[config.mk]
export PLATFORM = sky130hd
export DESIGN_NAME = if_stage
export DESIGN_NICKNAME = d
export VERILOG_FILES = /design/src/rtl/if_stage.sv
export SDC_FILE = /design/constraint.sdc
export NUM_CORES = 1
export LEC_CHECK = 0
export CAP_MARGIN = 20
export CORE_MARGIN = 2
export CORE_UTILIZATION = 54
export DETAILED_ROUTE_END_ITERATION = 7
export PLACE_DENSITY = 0.81
export SYNTH_ARGS = -nofsm -noshare
export SYNTH_HDL_FRONTEND = slang
export SYNTH_SLANG_ARGS = --single-unit
[constraint.sdc]
create_clock -name clk -period 2.4 [get_ports clk]
set_clock_uncertainty 0.15 [all_clocks]
set_input_delay 0.72 -clock clk [delete_from_list [all_inputs] [get_ports clk]]
set_output_delay 0.72 -clock clk [all_outputs]
set_load 0.03 [all_outputs]
[src/rtl/if_stage.sv]
// rtl/if_stage.sv - instruction fetch stage: PC, imem req/ack, IF/ID register, redirect squash
//
// Purpose:
//   Owns the PC, issues req/ack fetches to the instruction memory and holds the
//   IF/ID register. A set_pc redirect flushes IF/ID and reloads the PC. A fetch
//   already in flight keeps its address until it is acked and is then discarded.
//   A fetch that completes while decode is stalled parks in a one-entry skid.
//
// Ports:
//   clk             in   rising-edge clock
//   rst             in   asynchronous active-low reset
//   stall           in   hold IF/ID contents
//   set_pc          in   redirect request
//   set_pc_value    in   redirect target
//   imem_req        out  fetch request, held until imem_ack
//   imem_addr       out  fetch address, stable while imem_req=1
//   imem_ack        in   single-cycle fetch completion
//   imem_data       in   fetched instruction
//   if_inst         out  IF/ID instruction (NOP_INST when invalid)
//   if_npc          out  IF/ID fetch PC + 1
//   if_valid        out  IF/ID holds a real instruction
//   perf_fetch_cnt  out  accepted fetches, saturating (IF_PERF_EN only)
//   perf_squash_cnt out  redirect cycles, saturating (IF_PERF_EN only)
//
// Optional feature macro: IF_PERF_EN

module if_stage #(
    parameter int              WIDTH    = 16,
    parameter logic [WIDTH-1:0] RESET_PC = 16'h0000,
    parameter logic [WIDTH-1:0] NOP_INST = 16'h0800
) (
    input  logic             clk,
    input  logic             rst,
    input  logic             stall,
    input  logic             set_pc,
    input  logic [WIDTH-1:0] set_pc_value,
    output logic             imem_req,
    output logic [WIDTH-1:0] imem_addr,
    input  logic             imem_ack,
    input  logic [WIDTH-1:0] imem_data,
    output logic [WIDTH-1:0] if_inst,
    output logic [WIDTH-1:0] if_npc,
    output logic             if_valid
`ifdef IF_PERF_EN
    ,
    output logic [15:0]      perf_fetch_cnt,
    output logic [15:0]      perf_squash_cnt
`endif
);

    typedef enum logic [1:0] {
        S_FETCH = 2'd0,
        S_HOLD  = 2'd1,
        S_KILL  = 2'd2
    } state_t;

    state_t           r_state;
    logic [WIDTH-1:0] r_pc;
    logic             r_req;
    logic [WIDTH-1:0] r_addr;
    logic [WIDTH-1:0] r_inst;
    logic [WIDTH-1:0] r_npc;
    logic             r_valid;
    logic [WIDTH-1:0] r_skid_inst;
    logic [WIDTH-1:0] r_skid_npc;

    state_t           w_nxt_state;
    logic [WIDTH-1:0] w_nxt_pc;
    logic             w_nxt_req;
    logic [WIDTH-1:0] w_nxt_addr;
    logic [WIDTH-1:0] w_nxt_inst;
    logic [WIDTH-1:0] w_nxt_npc;
    logic             w_nxt_valid;
    logic [WIDTH-1:0] w_nxt_skid_inst;
    logic [WIDTH-1:0] w_nxt_skid_npc;
    logic             w_ack;
    logic             w_accept;
    logic [WIDTH-1:0] w_pc_inc;

    // An ack only counts while a request is actually on the bus.
    assign w_ack    = imem_ack & r_req;
    // Natural wrap modulo 2^WIDTH.
    assign w_pc_inc = r_pc + WIDTH'(1);

    always_comb begin
        w_nxt_state     = r_state;
        w_nxt_pc        = r_pc;
        w_nxt_inst      = r_inst;
        w_nxt_npc       = r_npc;
        w_nxt_valid     = r_valid;
        w_nxt_skid_inst = r_skid_inst;
        w_nxt_skid_npc  = r_skid_npc;
        w_accept        = 1'b0;

        if (set_pc) begin
            // Redirect beats stall: flush IF/ID and drop any parked fetch.
            w_nxt_pc        = set_pc_value;
            w_nxt_inst      = NOP_INST;
            w_nxt_valid     = 1'b0;
            w_nxt_skid_inst = NOP_INST;
            w_nxt_skid_npc  = '0;
            // An unacked request must keep its address until it completes.
            if (r_req && !imem_ack) begin
                w_nxt_state = S_KILL;
            end else begin
                w_nxt_state = S_FETCH;
            end
        end else begin
            case (r_state)
                S_FETCH: begin
                    if (w_ack) begin
                        w_accept = 1'b1;
                        w_nxt_pc = w_pc_inc;
                        if (stall) begin
                            w_nxt_skid_inst = imem_data;
                            w_nxt_skid_npc  = w_pc_inc;
                            w_nxt_state     = S_HOLD;
                        end else begin
                            w_nxt_inst  = imem_data;
                            w_nxt_npc   = w_pc_inc;
                            w_nxt_valid = 1'b1;
                        end
                    end else if (!stall) begin
                        // Decode consumed the old entry and nothing new arrived.
                        w_nxt_inst  = NOP_INST;
                        w_nxt_valid = 1'b0;
                    end
                end
                S_HOLD: begin
                    if (!stall) begin
                        w_nxt_inst      = r_skid_inst;
                        w_nxt_npc       = r_skid_npc;
                        w_nxt_valid     = 1'b1;
                        w_nxt_skid_inst = NOP_INST;
                        w_nxt_skid_npc  = '0;
                        w_nxt_state     = S_FETCH;
                    end
                end
                S_KILL: begin
                    // Wrong-path data is dropped; pc already holds the target.
                    if (w_ack) begin
                        w_nxt_state = S_FETCH;
                    end
                    if (!stall) begin
                        w_nxt_inst  = NOP_INST;
                        w_nxt_valid = 1'b0;
                    end
                end
                default: begin
                    w_nxt_state = S_FETCH;
                end
            endcase
        end

        w_nxt_req  = (w_nxt_state != S_HOLD);
        w_nxt_addr = (w_nxt_state == S_KILL) ? r_addr : w_nxt_pc;
    end

    always_ff @(posedge clk or negedge rst) begin
        if (!rst) begin
            r_state     <= S_FETCH;
            r_pc        <= RESET_PC;
            r_req       <= 1'b0;
            r_addr      <= RESET_PC;
            r_inst      <= NOP_INST;
            r_npc       <= '0;
            r_valid     <= 1'b0;
            r_skid_inst <= NOP_INST;
            r_skid_npc  <= '0;
        end else begin
            r_state     <= w_nxt_state;
            r_pc        <= w_nxt_pc;
            r_req       <= w_nxt_req;
            r_addr      <= w_nxt_addr;
            r_inst      <= w_nxt_inst;
            r_npc       <= w_nxt_npc;
            r_valid     <= w_nxt_valid;
            r_skid_inst <= w_nxt_skid_inst;
            r_skid_npc  <= w_nxt_skid_npc;
        end
    end

    assign imem_req  = r_req;
    assign imem_addr = r_addr;
    assign if_inst   = r_inst;
    assign if_npc    = r_npc;
    assign if_valid  = r_valid;

`ifdef IF_PERF_EN
    logic [15:0] r_fetch_cnt;
    logic [15:0] r_squash_cnt;

    always_ff @(posedge clk or negedge rst) begin
        if (!rst) begin
            r_fetch_cnt  <= '0;
            r_squash_cnt <= '0;
        end else begin
            if (w_accept && (r_fetch_cnt != 16'hFFFF)) begin
                r_fetch_cnt <= r_fetch_cnt + 16'd1;
            end
            if (set_pc && (r_squash_cnt != 16'hFFFF)) begin
                r_squash_cnt <= r_squash_cnt + 16'd1;
            end
        end
    end

    assign perf_fetch_cnt  = r_fetch_cnt;
    assign perf_squash_cnt = r_squash_cnt;
`endif

endmodule

# Word-level counts from Yosys, hierarchy flattened
# Index checks and enable logic that the tools add are counted.
[classes]
order_cmp = 0
bitwise = 2
n_reduce_logical = 9
n_addsub = 1
n_eq_ne = 11
n_div = 0
multipliers = 0
shift = 0
mux = 35
[op_table]
columns = ["op", "n"]
rows = [
  ["16-bit 2-to-1 mux", 19],
  ["16-bit case mux with 2 select lines", 3],
  ["16-bit case mux with 3 select lines", 1],
  ["16-bit by 1-bit adder with 16-bit output (second input constant)", 1],
  ["2-bit 2-to-1 mux", 6],
  ["3-bit != test (second input constant)", 3],
  ["2-bit != test (second input constant)", 3],
  ["2-bit case mux with 3 select lines", 1],
  ["5-bit AND reduction", 1],
  ["2-bit == test (second input constant)", 2],
  ["1-bit 2-to-1 mux", 4],
  ["4-bit != test (second input constant)", 1],
  ["4-bit AND reduction", 1],
  ["4-bit nonzero test", 1],
  ["1-bit case mux with 3 select lines", 1],
  ["3-bit AND reduction", 1],
  ["3-bit nonzero test", 1],
  ["2-bit by 1-bit == test with 1-bit output (second input constant)", 1],
  ["2-bit zero test", 1],
  ["2-bit by 1-bit != test with 1-bit output (second input constant)", 1],
  ["2-bit nonzero test", 1],
  ["1-bit AND", 1],
  ["1-bit logical AND", 1],
  ["1-bit zero test", 1],
  ["1-bit inverter", 1],
]
[totals]
regBits = 100
elab_cells = 67
romBits = 0
n_memories = 0
out_inout_bits = 50
input_bits = 37
latchBits = 0
mem_bits_rw = 0

# Depth between registers and ports, before layout
[depth]
word_depth = 5
ltp_mapped = 9
ltp_nobuf = 7

# Worst setup path after synthesis
# OpenSTA, ideal clock, no wires.
[synth_path]
path_type = "input to register"
startpoint = "input port stall"
endpoint = "register r_addr[7], in the netlist imem_addr[7]"
setup_slack_ps = 155
setup_ps = 125
stages = 6
required_ps = 2125
t_arrival_ps = 1970
n_path_buf = 2
cell_sequence = "buf_2 > a21o_1 > o2111ai_2 > o21ai_4 > buf_4 > mux2_2"
[synth_via]
elab_chain_len = 5
word_cells_on_any_way = 6
cone_classes = "eq/ne (1); mux (5)"
[synth_lines]
columns = ["item", "line_no", "text"]
rows = [
  ["from (decl)", "34", "input logic stall,"],
  ["2-bit 2-to-1 mux", "114", "if (stall) begin"],
  ["2-bit 2-to-1 mux", "111", "if (w_ack) begin"],
  ["2-bit case mux with 3 select lines *", "109", "case (r_state)"],
  ["2-bit 2-to-1 mux *", "95", "if (set_pc) begin"],
  ["2-bit == test *", "156", "w_nxt_addr = (w_nxt_state == S_KILL) ? r_addr : w_nxt_pc;"],
  ["to (signal assigned)", "174", "r_addr <= w_nxt_addr;"],
  ["to (decl)", "60", "logic [WIDTH-1:0] r_addr;"],
]
# Every way passes the cells marked *; elsewhere a longest branch is shown, timed or not.
# A chain may end at the register's enable or synchronous reset.

# Worst setup path after layout
[layout_path]
startpoint = "register r_inst[12], in the netlist if_inst[12]"
endpoint = "output port if_inst[12]"
[layout_rtl]
columns = ["item", "line_no", "text"]
rows = [
  ["from (decl)", "61", "logic [WIDTH-1:0] r_inst;"],
  ["from (signal assigned)", "175", "r_inst <= w_nxt_inst;"],
  ["to (decl)", "41", "output logic [WIDTH-1:0] if_inst,"],
]
# No word-level cell between the ends.

==> summary.md <==
| Metric | Value |
|---|---|
| Status | `finished, final reports clean` |
| Top delay family on crit path | `buffers and inverters` |
| Layout area overhead | `28.4%` |
| Fin. Hold Viols | `0` |
| Final nets | `638` |
| H-tree Lvls | `3` |
| Inserted Diodes | `0` |
| Finished Core Util | `0.720` |
| CTS buffer count | `9` |
| Min Tclk post-route | `2.34 ns` |
| Die Span Y | `102 µm` |
| EDFF count, synth | `0` |
| Initial drt markers | `341` |
| Starting density of the core | `0.561` |
| Sequential area share after synthesis | `0.481` |
| Post-synth cell types | `58` |
| Core ar. | `9280 µm²` |
| Worst Setup SP | `if_inst[12]` |
| VDD IR max | `0.479 mV` |
| Reg2Reg Launch Point | `r_state[1]` |
| Row Count | `35` |
| Max-slew headroom | `0.645` |
| Post-route setup slack | `0.0561 ns` |
| R2R depth | `8` |
| Post-synthesis area per instance | `10.4 µm²` |
| Worst Tran Pin Value | `0.533 ns` |
| Final setup fails | `0` |
| Synth async-reset ratio | `1.00` |
| DR vias | `4436` |
| Clock transition at path regs | `0.10 ns` |
| Setup crit end kind | `output port` |
| Ys Warns | `0` |
| Max Buffers Root-to-Sink | `2` |
| Setup CP Type | `register to output port` |
| Initial antenna violation count | `0` |
| Routed wire length per instance | `18.4 µm` |
| First-pass GRT wire length | `22200 µm` |
| HP Class | `input port to async pin` |
| Total nets after synthesis | `545` |
| CP bufs+invs | `1` |
| Max_cap viols | `0` |
| Via density | `6.09` |
| Drt total wl | `13400 µm` |
| Post-synthesis cell count | `503` |
| Sinks on Clock Net | `100` |
| Final period utilization | `0.977` |
| Crit path DAT | `1.47 ns` |
| Share of the synthesized area in the top cell type | `0.471` |
| Hold_buf cts | `0` |
| CTS tree | `done` |
| Detailed Place HPWL | `8980 µm` |
| CP peak stage delay | `0.69 ns` |
| Startpoint type of the worst setup path | `register` |
| RSZ-0062 raised after global routing | `false` |
| Vias in the first global route | `4529` |
| Tot GR Track Use | `0.271` |
| Residual DRC count | `0` |
| GPL Wtd Cong | `0.868` |
| CP max-delay cell | `clkdlybuf4s50_1` |
| Pins Over Slew Limit | `0` |
| Mapped Area | `5210 µm²` |
| Clock root buffer | `clkbuf_8` |
| Dominant register cell in the synthesized netlist | `dfrtp_1` |
| Pwr Density | `764 nW/µm²` |
| IO Pins | `87` |
| R2r setup slk | `0.13 ns` |
| Number of synthesized register bits | `100` |
| Layout Cells excl Fill | `729` |
| Placed cell count | `714` |
| F_max | `427 MHz` |
| Worst Path Max Fanout | `3` |
| Final hold slack | `0.250 ns` |
| R2r endpoint | `if_inst[3]` |
| Pleak | `0.00294 µW` |
| Fillers | `683` |
| Area leader, netlist | `dfrtp_1` |
| Clock latency on the worst-skew pair | `0.37 ns` |
| ANT nets after route | `0` |
| Layout cells sized above 1 | `0.157` |
| DRT Pass-1 Iters | `4` |
| CP cell instances | `clkdlybuf4s50_1` |
| Setup TNS | `0 ns` |
| IO Port Bufs | `86` |
| Global route overflow | `0` |
| WP data required | `1.53 ns` |
| Ranking of synthesized cells by area | `dfrtp_1 47%, a22o_1 4.7%, o21ai_0 3.8%` |
| Post-Place Worst Slack | `-0.500 ns` |
| Overall die area | `10400 µm²` |
| Die Wd | `102 µm` |
| Largest net degree at the start of global routing | `101` |
[worst max-delay path by stage]
stage                     cells past startpoint      endpoint
final                                         1   if_inst[12]
after global routing                          9    if_inst[3]
after CTS                                     1   if_inst[12]
after detailed placement                      8    if_inst[3]
after global placement                        6  imem_addr[7]
after floorplan                               6  imem_addr[7]
[cells in the mapped netlist, types with 16 or more instances]
master / count
a22o_1: 28
o41ai_1: 16
dfrtp_1: 98
nand2_1: 47
a311oi_1: 17
mux2i_1: 18
o21ai_0: 40
nor2_1: 16
and3_1: 20
buf_2: 19
nor3_1: 17
clkbuf_1: 20
[final cells by class]
cell class                 instances  area (µm²)  area share
tap                              129         161      0.0241
clock inverter                     5        83.8      0.0125
multi-input combinational        352        2520       0.377
inverter                           7        26.3     0.00393
clock buffer                      10         138      0.0206
timing repair buffer             126        1250       0.187
sequential                       100        2500       0.375
[stage by stage]
step | total power (µW) | area (µm²)
after detailed placement | 3920 | 6430
after global routing | 5370 | 6690
after global placement | 3860 | 6430
final | 5110 | 6690
after floorplan | 3130 | 5210
after CTS | 5120 | 6670
[flip-flops by register name (all words and copies together) (netlist names)]
| register | flops |
|---|---|
| r_state | 2 |
| if_npc | 16 |
| if_valid | 1 |
| if_inst | 16 |
| r_skid_npc | 16 |
| imem_addr | 16 |
| r_skid_inst | 16 |
| imem_req | 1 |
| r_pc | 16 |
[power by group]
group	leakage (µW)	internal (µW)	total [µW]	switching [µW]
logic	0.00156	768	1770	1000
registers	0.00127	1940	2140	193
clock network	0.000105	614	1210	593
[routing by layer]
layer | vias to the layer above | track usage | wire length [µm]
met1 | 2190 | 0.380 | 6000
met5 | - | 0 | 0
met3 | 30 | 0.0458 | 678
li1 | 2051 | - | -
met2 | 165 | 0.426 | 6440
met4 | 0 | 0.101 | 310
[cells by family after synthesis]
| group | after synthesis | share of synthesized area |
|---|---|---|
| AOI/OAI and AO/OA | 148 | 0.209 |
| and+or+nand+nor | 144 | 0.150 |
| xor gates and xnor gates | 23 | 0.0387 |
| buffers and inverters | 51 | 0.0444 |
| adders and majority gates | 5 | 0.0120 |
| muxes | 32 | 0.0649 |
| DFF | 100 | 0.481 |
[cell usage in the layout, fill, tap and decap left out, types with 3 or more instances in the layout]
cell	n
xnor2_1	13
o21ai_0	40
inv_1	6
nor3_1	17
clkbuf_8	10
nand2_1	47
a21boi_0	15
mux2_2	11
dfrtp_1	98
o41ai_1	14
mux2i_1	18
a21oi_1	6
o21ai_1	7
and3_1	20
nand4_1	4
ha_1	5
nor3_2	3
xor2_1	10
buf_4	33
nor2_1	16
a311oi_1	15
clkdlybuf4s50_1	81
a22o_1	28
nand3_1	9
nor4_1	6
nor2b_1	8
mux2_1	3
buf_12	8
[timing repair]
action,4_1_cts,5_1_grt
setup buffers,0,0
gates resized for setup,5,3
endpoints found under the setup margin,8,3
pin swaps,0,0
No activity file was read; power rests on OpenSTA's default activity.
